--- src/rtl/weighted_sum_vote.sv ---
// Multi-channel weighted-sum voter: captures one frame of six feature flags per
// channel, scores the channels serially, and reports total score, votes and detect.
`timescale 1ns/1ps
module weighted_sum_vote #(
  parameter int NUM_CH   = 16,
  parameter int W_W      = 12,
  parameter int LL_W     = 18,
  parameter int NE_W     = 39,
  parameter int PS_W     = -7,
  parameter int THETA_W  = 382,
  parameter int ALPHA_W  = 64,
  parameter int BETA_W   = 68,
  parameter int THRESH   = 400,
  parameter int VOTE_MIN = 4
) (
  input  logic                                  clk,
  input  logic                                  rst_n,
  input  logic                                  in_valid,
  output logic                                  in_ready,
  input  logic [6*NUM_CH-1:0]                   in_feat,
  input  logic [NUM_CH-1:0]                     in_mask,
  output logic                                  out_valid,
  input  logic                                  out_ready,
  output logic signed [W_W+$clog2(NUM_CH)-1:0]  total_sum,
  output logic [$clog2(NUM_CH+1)-1:0]           vote_cnt,
  output logic                                  detect,
  output logic [1:0]                            dbg_state
);

  // Handshakes: a transfer happens on a rising edge where valid && ready are both high.
  // in_ready is high only in IDLE; out_valid holds with stable data until out_ready.

  localparam int SUM_W = W_W + $clog2(NUM_CH);
  localparam int CNT_W = $clog2(NUM_CH + 1);
  localparam int IDX_W = $clog2(NUM_CH);

  // Index k of this array is the weight of feature bit k (ll first).
  localparam logic [5:0][W_W-1:0] WT = {W_W'(BETA_W), W_W'(ALPHA_W), W_W'(THETA_W),
                                        W_W'(PS_W), W_W'(NE_W), W_W'(LL_W)};
  localparam logic signed [W_W-1:0] THRESH_S = W_W'(THRESH);

  typedef enum logic [1:0] {IDLE = 2'd0, RUN = 2'd1, DONE = 2'd2} state_t;

  state_t                    state_q, state_d;
  logic [IDX_W-1:0]          ch_idx_q, ch_idx_d;
  logic [6*NUM_CH-1:0]       feat_q, feat_d;
  logic [NUM_CH-1:0]         mask_q, mask_d;
  logic signed [SUM_W-1:0]   acc_q, acc_d;
  logic [CNT_W-1:0]          vote_q, vote_d;
  logic signed [SUM_W-1:0]   total_sum_q, total_sum_d;
  logic [CNT_W-1:0]          vote_cnt_q, vote_cnt_d;
  logic                      detect_q, detect_d;
  logic                      out_valid_q, out_valid_d;

  logic [5:0]                ch_feat;
  logic signed [W_W-1:0]     score;
  logic                      ch_en;
  logic signed [SUM_W-1:0]   acc_nx;
  logic [CNT_W-1:0]          vote_nx;

  always_comb begin
    state_d     = state_q;
    ch_idx_d    = ch_idx_q;
    feat_d      = feat_q;
    mask_d      = mask_q;
    acc_d       = acc_q;
    vote_d      = vote_q;
    total_sum_d = total_sum_q;
    vote_cnt_d  = vote_cnt_q;
    detect_d    = detect_q;
    out_valid_d = out_valid_q;

    ch_feat = feat_q[6*ch_idx_q +: 6];
    score   = '0;
    for (int k = 0; k < 6; k++) begin
      if (ch_feat[k]) score = score + $signed(WT[k]);
    end
    ch_en   = mask_q[ch_idx_q];
    acc_nx  = ch_en ? acc_q + SUM_W'(score) : acc_q;
    vote_nx = vote_q + CNT_W'(ch_en && (score >= THRESH_S));

    case (state_q)
      IDLE: begin
        if (in_valid) begin
          feat_d   = in_feat;
          mask_d   = in_mask;
          acc_d    = '0;
          vote_d   = '0;
          ch_idx_d = '0;
          state_d  = RUN;
        end
      end
      RUN: begin
        acc_d  = acc_nx;
        vote_d = vote_nx;
        if (ch_idx_q == IDX_W'(NUM_CH - 1)) begin
          total_sum_d = acc_nx;
          vote_cnt_d  = vote_nx;
          detect_d    = int'(vote_nx) >= VOTE_MIN;
          out_valid_d = 1'b1;
          state_d     = DONE;
        end else begin
          ch_idx_d = ch_idx_q + 1'b1;
        end
      end
      DONE: begin
        if (out_ready) begin
          out_valid_d = 1'b0;
          state_d     = IDLE;
        end
      end
      default: state_d = IDLE;
    endcase
  end

  always_ff @(posedge clk or negedge rst_n) begin
    if (!rst_n) begin
      state_q     <= IDLE;
      ch_idx_q    <= '0;
      feat_q      <= '0;
      mask_q      <= '0;
      acc_q       <= '0;
      vote_q      <= '0;
      total_sum_q <= '0;
      vote_cnt_q  <= '0;
      detect_q    <= 1'b0;
      out_valid_q <= 1'b0;
    end else begin
      state_q     <= state_d;
      ch_idx_q    <= ch_idx_d;
      feat_q      <= feat_d;
      mask_q      <= mask_d;
      acc_q       <= acc_d;
      vote_q      <= vote_d;
      total_sum_q <= total_sum_d;
      vote_cnt_q  <= vote_cnt_d;
      detect_q    <= detect_d;
      out_valid_q <= out_valid_d;
    end
  end

  assign in_ready  = (state_q == IDLE);
  assign out_valid = out_valid_q;
  assign total_sum = total_sum_q;
  assign vote_cnt  = vote_cnt_q;
  assign detect    = detect_q;
  assign dbg_state = state_q;

endmodule

--- config.mk ---
export PLATFORM = sky130hd
export DESIGN_NAME = weighted_sum_vote
export DESIGN_NICKNAME = d
export VERILOG_FILES = /design/src/rtl/weighted_sum_vote.sv
export SDC_FILE = /design/constraint.sdc
export NUM_CORES = 1
export LEC_CHECK = 0
export CAP_MARGIN = 0
export CORE_MARGIN = 1.5
export CORE_UTILIZATION = 25
export CTS_BUF_LIST = sky130_fd_sc_hd__clkbuf_4
export DETAILED_ROUTE_END_ITERATION = 8
export PLACE_DENSITY = 0.4
export SYNTH_ARGS = -nofsm -noshare
export SYNTH_HDL_FRONTEND = slang
export SYNTH_SLANG_ARGS = --single-unit
export TNS_END_PERCENT = 1
--- constraint.sdc ---
create_clock -name clk -period 8.5 [get_ports clk]
set_input_delay 2.125 -clock clk [delete_from_list [all_inputs] [get_ports clk]]
set_output_delay 2.125 -clock clk [all_outputs]
set_load 0.01 [all_outputs]
## Word-level counts from Yosys, hierarchy flattened

Cells that the tools add are included.
W data, S select, Z words.

| operators by class | value |
|---|---|
| shifts and indexed selects | 1 |
| eq/ne operators | 7 |
| magnitude comparators | 3 |
| reduce and logical (&&, ||, !) cells | 10 |
| multiply operators | 1 |
| mux-type cells | 23 |
| add/sub/neg operators | 8 |

Operators with widths:

| operator | count |
|---|---|
| $shiftx A96 B8 Y6 | 1 |
| $mux W12 | 5 |
| $mux W16 | 2 |
| $pmux W16 S2 | 1 |
| $add A12 B8 Y12 const B | 2 |
| $add A16 B12 Y16 | 1 |
| $add A12 B10 Y12 const B | 1 |
| $add A12 B4 Y12 const B | 1 |
| $add A12 B7 Y12 const B | 1 |
| $ge A12 B10 Y1 const B | 1 |
| $mux W5 | 2 |
| $pmux W5 S2 | 1 |
| $reduce_and A3 Y1 | 3 |
| $mux W4 | 2 |
| $ne A2 B2 Y1 const B | 4 |
| $pmux W4 S2 | 1 |
| $mul A2 B4 Y6 const A | 1 |
| $mux W2 | 3 |
| $pmux W2 S3 | 1 |
| $reduce_and A2 Y1 | 3 |
| $add A5 B1 Y5 | 1 |
| $ge A5 B3 Y1 const B | 1 |
| $lt A4 B5 Y1 const B | 1 |
| $add A4 B1 Y4 const B | 1 |
| other kinds (9) | 12 |

| word-level totals | value |
|---|---|
| input port bits | 116 |
| logic and storage cells | 63 |
| flip-flop bits (word level) | 162 |
| output and inout port bits | 26 |

## Depth between registers and ports, before layout

Gate-level depths: netlist (run 1).

| depth | value |
|---|---|
| depth in word-level cells | 17 |
| depth in mapped cells | 30 |
| depth with buffers taken out | 27 |

## Least setup slack after synthesis (run 1)

No wires, ideal clock.

| timing path | value |
|---|---|
| kind | flip-flop to flip-flop |
| from | reg ch_idx_q[0] |
| to | reg acc_q[15] |
| required time | 8.379 ns |
| slack | 2.825 ns |
| setup time | 0.121 ns |
| path buffers | 3 |
| cell stages (with the launch flop) | 31 |
| clock period less this slack | 5.675 ns |
| arrival | 5.554 ns |
| cells stage by stage | dfrtp_1 buf_6 buf_12 buf_6 mux4_2 a22oi_1 nand2_1 inv_1 ha_1 a21boi_2 nor2_2 nand2_1 xnor2_1 o22ai_1 xor2_1 ha_1 a21bo_1 a31oi_4 xnor2_1 ha_1 o21a_1 o21a_1 o21ai_0 nor2_1 a21o_1 a31oi_1 o21a_1 o21a_1 o21ai_2 and2_1 o22a_1 |

| on the way | value |
|---|---|
| cells in the longest elaborated chain, start to end | 16 |
| elaborated cells between the ends (all ways) | 18 |
| those cells by class | 6 x add/sub; 1 x mul; 1 x shift; 10 x mux |

Ends and longest elaborated chain:

| what | line | RTL |
|---|---|---|
| start: declaration | 45 | `logic [IDX_W-1:0] ch_idx_q, ch_idx_d;` |
| start signal: assignment | 130 | `ch_idx_q <= ch_idx_d;` |
| $mul A2 B4 Y6 | 73 | `ch_feat = feat_q[6*ch_idx_q +: 6];` |
| $shiftx A96 B8 Y6 | 73 |  |
| $mux W5 | 76 | `if (ch_feat[k]) score = score + $signed(WT[k]);` |
| $add A12 B7 Y12 | 76 |  |
| $mux W12 | 76 |  |
| $add A12 B4 Y12 | 76 |  |
| $mux W12 | 76 |  |
| $add A12 B10 Y12 | 76 |  |
| $mux W12 | 76 |  |
| $add A12 B8 Y12 | 76 |  |
| $mux W12 | 76 |  |
| $add A12 B8 Y12 | 76 |  |
| $mux W12 | 76 |  |
| $add A16 B12 Y16 | 79 | `acc_nx = ch_en ? acc_q + SUM_W'(score) : acc_q;` |
| $mux W16 (*) | 79 |  |
| $pmux W16 S2 (*) | 82 | `case (state_q)` |
| end signal: assignment | 122 | `acc_q <= '0;` |
| end signal: assignment | 133 | `acc_q <= acc_d;` |
| end: declaration | 48 | `logic signed [SUM_W-1:0] acc_q, acc_d;` |

Mark *: on every way between the ends. The rest lies on a longest branch, timed or not. The select of a mux whose other input is x is not followed.
A chain may end at the register's enable or synchronous reset.

## Worst setup path in the final report (run 1)

Ends and elaborated chain as after synthesis.

==> reports/summary.json, run 1 <==
{
  "grt_pass1_vias": 7221,
  "place.gp.congestion": 0.799,
  "core_area_um2": 34600,
  "critPathArrivalTime_ns": 7.20,
  "setup.worst_path.class": "flip-flop to flip-flop",
  "setup_viol": 0,
  "grt_pass1_wl_um": 40800,
  "timing.reg2reg.worst_path_depth": 27,
  "slew_headroom_pct": 40.8,
  "grt.overflow.total": 0,
  "count_of_state_elements_after_synthesis": 162,
  "syn_nets": 1121,
  "fin_tns_setup_ns": 0,
  "cts_buffers": 17,
  "first_iter_violations": 401,
  "via_count": 6960,
  "synth_edf_count": 0,
  "post_cts_hold_buffer_count": 0,
  "holdPathStages": 2,
  "detail_route.wl_per_cell_um": 16.0,
  "min_period_ns": 6.73,
  "outcome": "complete, no violations",
  "detail_route.wirelength_um": 25100,
  "die_area_um2": 36500,
  "postSynthAreaPerCell_um2": 9.03,
  "cts_repair_resize_count": 0,
  "floorplan.initialDensity_pct": 25.5,
  "synth.cell_area_um2": 8830,
  "achievable-frequency_mhz": 149,
  "netlist-cell-type-count": 68,
  "numClockSinks": 162,
  "cp-startpoint": "ch_idx_q[0]",
  "worstReg2RegEnd": "acc_q[15]",
  "grt_setup_unrepaired": "no",
  "max-clock-path-buffers": 2,
  "dp.final_hpwl_um": 18100,
  "finalHoldViolCount": 0,
  "worst_clock_skew_ns": 0.0283,
  "vias_per_cell": 4.44,
  "buffer_count_from_post_cts_setup_fixing": 0,
  "root_buffer": "sky130_fd_sc_hd__clkbuf_4",
  "yosys_most_used_dff": "sky130_fd_sc_hd__dfrtp_1",
  "path_max_fanout": 23,
  "hold_path.class": "flip-flop to flip-flop",
  "clk_pin_slew_ns": 0.15,
  "drive_above_1_share_pct": 7.12,
  "netlist_instances": 978,
  "gr-usage-all-layers_pct": 14.5,
  "cp.required_ns": 8.97,
  "fin_crit_sh_pct": 79.2,
  "synthesis.yosys.warnings": 0,
  "cts-htree-levels": 4,
  "tritoncts_clock_tree": "built",
  "die_width_um": 191,
  "synth-async-reset-ratio_pct": 100,
  "drt_pre_antenna_iters": 5,
  "detail-route-antenna-nets": 0,
  "floorplan.die.height_um": 191,
  "drv_slew": 0,
  "worst-r2r-setup-slack_ns": 1.77,
  "final_nets": 1240,
  "placement_rows": 68,
  "max-cap-violations": 0,
  "setup.worst_path.end": "acc_q[15]",
  "slew_of_the_pin_with_the_lowest_slew_margin_ns": 0.888,
  "crit_path_end_kind": "flip-flop",
  "worstSetupStartpointType": "flip-flop",
  "initial_antenna_violation_count": 1,
  "rr_startpoint": "ch_idx_q[0]",
  "grt_max_degree": 84,
  "clock_latency_ns": 0.57,
  "num_io_pins": 142,
  "route.detailed.drc": 0,
  "area_overhead_of_the_layout_relative_to_synthesis_pct": 24.1,
  "port-buffer-count": 141,
  "yosysSeqAreaShare_pct": 45.9
}
## worst max-delay path, cell delays in order, from the launching register on
cell                       delay, ns
sky130_fd_sc_hd__dfrtp_2        0.82
sky130_fd_sc_hd__buf_4          0.38
sky130_fd_sc_hd__mux4_4         0.67
sky130_fd_sc_hd__a22oi_1        0.25
sky130_fd_sc_hd__and2_4         0.23
sky130_fd_sc_hd__ha_1           0.30
sky130_fd_sc_hd__a21boi_2       0.19
sky130_fd_sc_hd__nor2_2         0.20
sky130_fd_sc_hd__nand2_1        0.14
sky130_fd_sc_hd__xnor2_1        0.17
sky130_fd_sc_hd__o22ai_1        0.16
sky130_fd_sc_hd__xor2_1         0.21
sky130_fd_sc_hd__ha_1           0.19
sky130_fd_sc_hd__a21bo_1        0.24
sky130_fd_sc_hd__a31oi_4        0.23
sky130_fd_sc_hd__xnor2_1        0.18
sky130_fd_sc_hd__ha_1           0.31
sky130_fd_sc_hd__o21a_1         0.13
sky130_fd_sc_hd__o21a_1         0.17
sky130_fd_sc_hd__o21ai_0        0.14
sky130_fd_sc_hd__nor2_1         0.06
sky130_fd_sc_hd__a21o_1         0.20
sky130_fd_sc_hd__a31oi_1        0.26
sky130_fd_sc_hd__o21a_1         0.22
sky130_fd_sc_hd__o21a_1         0.15
sky130_fd_sc_hd__o21ai_2        0.07
sky130_fd_sc_hd__and2_1         0.20
sky130_fd_sc_hd__o22a_1         0.17
## flip-flops by register name, indices dropped and copies added, names as in the netlist
name	count
feat_q	96
acc_q	16
mask_q	16
total_sum	16
vote_cnt	5
vote_q	5
ch_idx_q	4
dbg_state	2
detect	1
out_valid	1
## layout make-up
| class | instances | area, um2 |
|---|---|---|
| inverters | 12 | 47.5 |
| well taps | 455 | 569 |
| clock buffers | 18 | 135 |
| repair buffers | 148 | 1470 |
| multi-input cells | 756 | 4520 |
| diodes | 1 | 2.50 |
| fillers | 3654 | 23700 |
| flip-flops and latches | 162 | 4060 |
| clock inverters | 14 | 166 |
## worst min-delay path by stage
stage | from | end | slack (ns)
final | feat_q[31] | feat_q[31] | 0.49
after global routing | mask_q[13] | mask_q[13] | 0.51
after CTS | feat_q[79] | feat_q[79] | 0.49
after detailed placement | feat_q[79] | feat_q[79] | 0.45
after global placement | feat_q[31] | feat_q[31] | 0.45
after floorplan | feat_q[31] | feat_q[31] | 0.44
## cells in the mapped netlist (3+ instances only)
library cell	n	area share (%)
sky130_fd_sc_hd__clkbuf_1	31	1.3
sky130_fd_sc_hd__and3_1	5	0.35
sky130_fd_sc_hd__a21o_1	13	1.1
sky130_fd_sc_hd__mux4_2	18	4.6
sky130_fd_sc_hd__o211ai_1	3	0.25
sky130_fd_sc_hd__nand2_1	407	17
sky130_fd_sc_hd__xor2_1	15	1.5
sky130_fd_sc_hd__ha_1	26	3.7
sky130_fd_sc_hd__nor2b_1	6	0.43
sky130_fd_sc_hd__mux2i_1	19	2.2
sky130_fd_sc_hd__mux4_1	9	2.7
sky130_fd_sc_hd__and2_1	4	0.28
sky130_fd_sc_hd__xnor2_1	17	1.7
sky130_fd_sc_hd__o21ai_0	44	2.5
sky130_fd_sc_hd__a22oi_1	7	0.59
sky130_fd_sc_hd__a31oi_1	5	0.35
sky130_fd_sc_hd__nand4_1	3	0.21
sky130_fd_sc_hd__a21oi_1	23	1.3
sky130_fd_sc_hd__buf_1	7	0.30
sky130_fd_sc_hd__o21a_1	5	0.43
sky130_fd_sc_hd__o22ai_1	3	0.21
sky130_fd_sc_hd__nand2b_1	6	0.43
sky130_fd_sc_hd__nor3_1	9	0.51
sky130_fd_sc_hd__buf_2	5	0.28
sky130_fd_sc_hd__or2_2	3	0.21
sky130_fd_sc_hd__nand3_1	21	1.2
sky130_fd_sc_hd__dfrtp_1	162	46
sky130_fd_sc_hd__o31ai_1	3	0.25
sky130_fd_sc_hd__inv_1	11	0.47
sky130_fd_sc_hd__nor2_1	40	1.7
## per-layer routing
layer	GRT usage [%]	vias to the layer above	share of wire, %
met2	22.3	134	44
met1	21.0	3287	51
met4	2.88	0	0.58
met5	0	-	0
li1	-	3533	-
met3	2.83	6	3.6
## cells in the final DEF, fill, tap and decap left out, types with 4 or more instances in the layout
master / instances
sky130_fd_sc_hd__ha_1: 26
sky130_fd_sc_hd__clkbuf_4: 18
sky130_fd_sc_hd__dfrtp_1: 160
sky130_fd_sc_hd__xor2_1: 15
sky130_fd_sc_hd__nor2_1: 40
sky130_fd_sc_hd__nor3_1: 9
sky130_fd_sc_hd__mux4_2: 18
sky130_fd_sc_hd__and3_1: 5
sky130_fd_sc_hd__mux4_1: 9
sky130_fd_sc_hd__nand3_1: 21
sky130_fd_sc_hd__o21a_1: 5
sky130_fd_sc_hd__a31oi_1: 5
sky130_fd_sc_hd__o21ai_0: 44
sky130_fd_sc_hd__a22oi_1: 7
sky130_fd_sc_hd__nand2_1: 406
sky130_fd_sc_hd__buf_4: 7
sky130_fd_sc_hd__xnor2_1: 17
sky130_fd_sc_hd__inv_6: 4
sky130_fd_sc_hd__nand2b_1: 6
sky130_fd_sc_hd__inv_8: 4
sky130_fd_sc_hd__clkdlybuf4s50_1: 140
sky130_fd_sc_hd__nor2b_1: 6
sky130_fd_sc_hd__mux2i_1: 19
sky130_fd_sc_hd__inv_1: 11
sky130_fd_sc_hd__a21o_1: 13
sky130_fd_sc_hd__a21oi_1: 23
## logic make-up (layout without fill, tap and decap cells)
kind of cell | count (synthesis) | after routing | synth area share (%)
xor gates and xnor gates | 32 | 32 | 3.17
adders and majority gates | 27 | 27 | 3.91
buffers and inverters | 60 | 192 | 3.09
muxes | 51 | 51 | 10.5
other | 0 | 1 | 0
AOI/OAI and AO/OA | 130 | 130 | 9.80
DFF | 162 | 162 | 45.9
and+or+nand+nor | 516 | 516 | 23.6
## per-stage QoR
step | instance area [um2] | util [%] | hold WS (ns) | setup slack, ns | instances
global route | 11000 | 31.6 | 0.508 | 1.15 | 1566
detailed placement | 10700 | 30.8 | 0.454 | 1.73 | 1533
CTS | 11000 | 31.6 | 0.490 | 1.68 | 1565
floorplan | 8830 | - | 0.437 | 2.83 | 978
finish | 11000 | 31.6 | 0.486 | 1.77 | 1566
global placement | 10700 | 30.8 | 0.450 | 1.85 | 1533
Power of run 1 is not shown: default switching activity piles up to over one toggle a cycle in this logic, so the estimate is an artifact.
==> run 2, diff against run 1 <==
==> constraint.sdc (replaced) <==
create_clock -name clk -period 6.6 [get_ports clk]
set_input_delay 1.65 -clock clk [delete_from_list [all_inputs] [get_ports clk]]
set_output_delay 1.65 -clock clk [all_outputs]
set_load 0.01 [all_outputs]
==> run 2 against run 1 <==
Cell count increased by 1.1%. Maximum frequency up 10%. Critical path type unchanged. Clock skew grew 0.015 ns. Largest cell class unchanged. Via count up 2.1%. Die area stayed put. Critical endpoint unchanged. Sequential share of layout area fell by 0.44 points. Setup slack worse by 1.3 ns. Final area is 1.3% higher. Flip-flop and latch count stayed put. Utilization rose by 0.42 points. Register-to-register slack lost 1.3 ns. Clock-buffer cell count decreased by 1.
==> reports/summary.json, run 2 (synthesis gave the netlist of run 1 again) <==
{
  "achievable-frequency_mhz": 164,
  "slew_headroom_pct": 41.6,
  "fin_crit_sh_pct": 92.6,
  "setup_viol": 0,
  "most-common-layout-cells": "sky130_fd_sc_hd__nand2_1, sky130_fd_sc_hd__dfrtp_1, sky130_fd_sc_hd__clkdlybuf4s50_1",
  "registers.top_by_ff_count": "feat_q",
  "cts-htree-levels": 4,
  "grt.overflow.total": 0,
  "critPathArrivalTime_ns": 6.56,
  "gr-usage-all-layers_pct": 14.6,
  "die_width_um": 191,
  "place.gp.congestion": 0.780,
  "grt_setup_unrepaired": "no",
  "vias_per_cell": 4.49,
  "via_count": 7109,
  "finalHoldViolCount": 0,
  "detail_route.wirelength_um": 25700,
  "max-cap-violations": 0,
  "dp.final_hpwl_um": 18500,
  "fillers": 3653,
  "setup.worst_path.class": "flip-flop to flip-flop",
  "port-buffer-count": 141,
  "grt_max_degree": 80,
  "cts_buffers": 17,
  "core_area_um2": 34600,
  "min_period_ns": 6.11,
  "root_buffer": "sky130_fd_sc_hd__clkbuf_4",
  "post_layout_nonfiller_instances": 1583,
  "first_iter_violations": 475,
  "num_io_pins": 142,
  "numClockSinks": 162,
  "grt_pass1_vias": 7432,
  "clk_pin_slew_ns": 0.17,
  "slew_of_the_pin_with_the_lowest_slew_margin_ns": 0.876,
  "final_nets": 1257,
  "floorplan.initialDensity_pct": 25.5,
  "grt_pass1_wl_um": 41400,
  "drt_pre_antenna_iters": 5,
  "hold_path.class": "flip-flop to flip-flop",
  "clock_latency_ns": 0.59,
  "dp_cells": 1540,
  "drv_slew": 0,
  "fin_tns_setup_ns": 0,
  "max-clock-path-buffers": 2,
  "cp.required_ns": 7.05,
  "detail_route.wl_per_cell_um": 16.2,
  "post_cts_hold_buffer_count": 0,
  "die_area_um2": 36500,
  "layout.cells.most_common": "sky130_fd_sc_hd__nand2_1",
  "worstSetupStartpointType": "flip-flop",
  "floorplan.die.height_um": 191,
  "tritoncts_clock_tree": "built",
  "path_max_fanout": 7,
  "outcome": "complete, no violations",
  "area_overhead_of_the_layout_relative_to_synthesis_pct": 25.7,
  "route.detailed.drc": 0,
  "largest_register_ff_count": 96,
  "detail-route-antenna-nets": 0,
  "placement_rows": 68,
  "worst_clock_skew_ns": 0.0429,
  "drive_above_1_share_pct": 8.70,
  "crit_path_end_kind": "flip-flop",
  "initial_antenna_violation_count": 1
}
==> run 2: cell count changes in the layout (fill, tap and decap cells not counted), sizes merged <==
cell / delta
bufinv: -2
clkinv: +3
buf: +16
==> run 2: per-layer routing <==
metal,track usage [%],vias up,wire (um)
met5,0,-,0
met4,2.63,0,78
met3,2.55,2,886
met2,23.0,130,11600
met1,21.0,3416,13100
li1,-,3561,-
==> run 2: worst max-delay path, stage by stage (launching register included) <==
cell,delay [ns]
sky130_fd_sc_hd__dfrtp_4,0.49
sky130_fd_sc_hd__clkbuf_4,0.22
sky130_fd_sc_hd__mux4_1,0.62
sky130_fd_sc_hd__a22oi_1,0.21
sky130_fd_sc_hd__and2_4,0.23
sky130_fd_sc_hd__ha_1,0.31
sky130_fd_sc_hd__a21boi_2,0.20
sky130_fd_sc_hd__nor2_2,0.18
sky130_fd_sc_hd__nand2_1,0.14
sky130_fd_sc_hd__xnor2_1,0.17
sky130_fd_sc_hd__o22ai_1,0.15
sky130_fd_sc_hd__xor2_1,0.21
sky130_fd_sc_hd__ha_1,0.19
sky130_fd_sc_hd__a21bo_1,0.24
sky130_fd_sc_hd__a31oi_4,0.23
sky130_fd_sc_hd__xnor2_1,0.18
sky130_fd_sc_hd__ha_1,0.32
sky130_fd_sc_hd__o21a_1,0.13
sky130_fd_sc_hd__o21a_1,0.16
sky130_fd_sc_hd__o21ai_0,0.14
sky130_fd_sc_hd__nor2_1,0.06
sky130_fd_sc_hd__a21o_1,0.20
sky130_fd_sc_hd__a31oi_1,0.25
sky130_fd_sc_hd__o21a_1,0.20
sky130_fd_sc_hd__o21a_1,0.14
sky130_fd_sc_hd__o21ai_2,0.07
sky130_fd_sc_hd__and2_1,0.19
sky130_fd_sc_hd__o22a_1,0.17
==> run 2: cell type report <==
cell class	count	area [um2]	share of cell area [%]
Tap cell	455	569	5.13
Multi-Input combinational cell	756	4520	40.7
Antenna cell	1	2.50	0.0225
Inverter	12	47.5	0.428
Sequential cell	162	4060	36.6
Timing Repair Buffer	165	1590	14.3
Clock buffer	17	128	1.15
Clock inverter	15	184	1.66
==> run 2: per-stage QoR <==
step / util (%) / cell area (um2) / setup slack (ns) / hold slack (ns)
after floorplan: - / 8830 / 0.925 / 0.437
after global placement: 30.9 / 10700 / 0.378 / 0.454
after detailed placement: 30.9 / 10700 / 0.256 / 0.455
after CTS: 31.8 / 11000 / 0.207 / 0.493
after global routing: 32.1 / 11100 / 0.0123 / 0.514
final: 32.1 / 11100 / 0.491 / 0.491
==> run 2: worst paths after layout <==
path                        startpoint     endpoint  cells past startpoint  slack, ns
setup / recovery           ch_idx_q[0]    acc_q[15]                     27       0.49
hold / removal              feat_q[58]   feat_q[58]                      2       0.49
setup reg to reg           ch_idx_q[0]    acc_q[15]                     27       0.49
hold reg to reg             feat_q[58]   feat_q[58]                      2       0.49
max in group asynchronous        rst_n  ch_idx_q[1]                      2       4.26
min in group asynchronous        rst_n   feat_q[16]                      1       1.09
==> run 2: repair_timing <==
action,4_1_cts,5_1_grt
resized for setup,0,3
setup buffers,0,10
endpoints found under the setup margin,0,7
Power of run 2 is left out for the same reason.
==> run 3, diff against run 2 <==
--- a/config.mk
+++ b/config.mk
@@ -10,6 +10,7 @@
 export CORE_UTILIZATION = 25
 export CTS_BUF_LIST = sky130_fd_sc_hd__clkbuf_4
 export DETAILED_ROUTE_END_ITERATION = 8
+export MAX_ROUTING_LAYER = met4
 export PLACE_DENSITY = 0.4
 export SYNTH_ARGS = -nofsm -noshare
 export SYNTH_HDL_FRONTEND = slang
==> constraint.sdc (replaced) <==
create_clock -name clk -period 6.2 [get_ports clk]
set_input_delay 1.55 -clock clk [delete_from_list [all_inputs] [get_ports clk]]
set_output_delay 1.55 -clock clk [all_outputs]
set_load 0.01 [all_outputs]
==> run 3 against run 2 <==
Via count rose by 0.17%. Final area rose by 0.41%. Critical path type unchanged. Setup slack got worse by 0.17 ns. Clock-buffer cell count did not move. Non-clock buffer count rose by 1. Highest routed layer unchanged. Largest cell class unchanged.
==> reports/summary.json, run 3 (synthesis gave the netlist of run 1 again) <==
{
  "detail-route-antenna-nets": 0,
  "first_iter_violations": 345,
  "post_layout_nonfiller_instances": 1584,
  "post_cts_hold_buffer_count": 0,
  "port-buffer-count": 141,
  "finished_cell_area_um2": 11100,
  "setup_viol": 0,
  "root_buffer": "sky130_fd_sc_hd__clkbuf_4",
  "slew_headroom_pct": 29.5,
  "setup.worst_path.class": "flip-flop to flip-flop",
  "outcome": "complete, no violations",
  "place.gp.congestion": 0.815,
  "worst_clock_skew_ns": 0.0254,
  "critical_path.max_stage_delay_ns": 0.64,
  "drt_pre_antenna_iters": 6,
  "fillers": 3701,
  "detail_route.wirelength_um": 25600,
  "die_width_um": 191,
  "largest_register_ff_count": 96,
  "path_max_fanout": 8,
  "worstSetupStartpointType": "flip-flop",
  "via_count": 7121,
  "worst_path_max_delay_cell": "sky130_fd_sc_hd__mux4_4",
  "floorplan.initialDensity_pct": 25.5,
  "cp.required_ns": 6.69,
  "critPathArrivalTime_ns": 6.37,
  "die_area_um2": 36500,
  "dpl_cell_area_um2": 10700,
  "tritoncts_clock_tree": "built",
  "initial_antenna_violation_count": 1,
  "area_overhead_of_the_layout_relative_to_synthesis_pct": 26.2,
  "dp_cells": 1542,
  "multi_input_comb_area_um2": 4550,
  "max-clock-path-buffers": 2,
  "core_area_um2": 34600,
  "clk_pin_slew_ns": 0.17,
  "detail_route.wl_per_cell_um": 16.2,
  "most-common-layout-cells": "sky130_fd_sc_hd__nand2_1, sky130_fd_sc_hd__dfrtp_1, sky130_fd_sc_hd__clkdlybuf4s50_1",
  "placement_rows": 68,
  "max-cap-violations": 0,
  "route.detailed.drc": 0,
  "crit_path_end_kind": "flip-flop",
  "vias_per_cell": 4.50,
  "grt.overflow.total": 0,
  "final_nets": 1258,
  "cts-htree-levels": 4,
  "numClockSinks": 162,
  "grt_max_degree": 163,
  "dp.final_hpwl_um": 18400,
  "fin_tns_setup_ns": 0,
  "seqCellArea_um2": 4060,
  "clock_latency_ns": 0.59,
  "achievable-frequency_mhz": 170,
  "grt_pass1_vias": 7345,
  "drive_above_1_share_pct": 9.49,
  "registers.top_by_ff_count": "feat_q",
  "worst_hold_margin_ns": 0.489,
  "floorplan.die.height_um": 191,
  "num_io_pins": 142,
  "gr-usage-all-layers_pct": 15.2,
  "grt_pass1_wl_um": 41500,
  "slew_of_the_pin_with_the_lowest_slew_margin_ns": 1.06,
  "layout.cells.most_common": "sky130_fd_sc_hd__nand2_1",
  "fin_crit_sh_pct": 94.8,
  "cts_buffers": 17,
  "hold_path.class": "flip-flop to flip-flop",
  "drv_slew": 0,
  "min_period_ns": 5.88,
  "finalHoldViolCount": 0
}
[run 3: cell count changes in the layout (fill, tap and decap cells not counted), sizes merged]
cell,previous run,this run
clkbuf,18,17
clkinvlp,0,1
clkinv,7,6
buf,24,26
[run 3: timing repair]
action | CTS | global route
resized for setup | 0 | 11
setup endpoints to repair | 0 | 13
setup buffers | 0 | 9
[run 3: stage by stage]
stage                     setup slack [ns]  util [%]
final                                0.321      32.2
after global routing               -0.0174      32.2
after CTS                            0.133      31.9
after detailed placement             0.172      31.0
after global placement               0.269      31.0
after floorplan                      0.525         -
[run 3: area by class of cell]
cell class | instances | area share [%]
Sequential cell | 162 | 36.4
Multi-Input combinational cell | 756 | 40.8
Timing Repair Buffer | 166 | 14.5
Tap cell | 455 | 5.11
Inverter | 12 | 0.426
Clock inverter | 15 | 1.64
Clock buffer | 17 | 1.14
Antenna cell | 1 | 0.0224
[run 3: path summary, 6_finish.rpt]
check | startpoint | end | slack (ns) | cells past startpoint
setup / recovery | ch_idx_q[0] | acc_q[15] | 0.32 | 26
hold / removal | feat_q[59] | feat_q[59] | 0.49 | 2
setup reg to reg | ch_idx_q[0] | acc_q[15] | 0.32 | 26
hold reg to reg | feat_q[59] | feat_q[59] | 0.49 | 2
max in group asynchronous | rst_n | ch_idx_q[0] | 4.40 | 2
min in group asynchronous | rst_n | mask_q[8] | 1.08 | 2
[run 3: per-layer routing]
layer / GRT usage (%) / wire length, um / vias to the layer above / part of all wire [%]
li1: - / - / 3571 / -
met1: 21.3 / 12900 / 3398 / 50
met2: 23.1 / 11700 / 137 / 46
met3: 2.20 / 799 / 15 / 3.1
met4: 3.27 / 214 / 0 / 0.84
met5: - / 0 / - / 0
[run 3: critical path: cells and delay by family (launching register included)]
family | cells | cell delay [ns]
AOI/OAI and AO/OA | 11 | 2.24
buffers and inverters | 3 | 0.34
DFF | 1 | 0.44
and+or+nand+nor | 7 | 1.34
muxes | 2 | 0.79
xor gates and xnor gates | 1 | 0.16
adders and majority gates | 2 | 0.50
Power of run 3 is left out for the same reason.
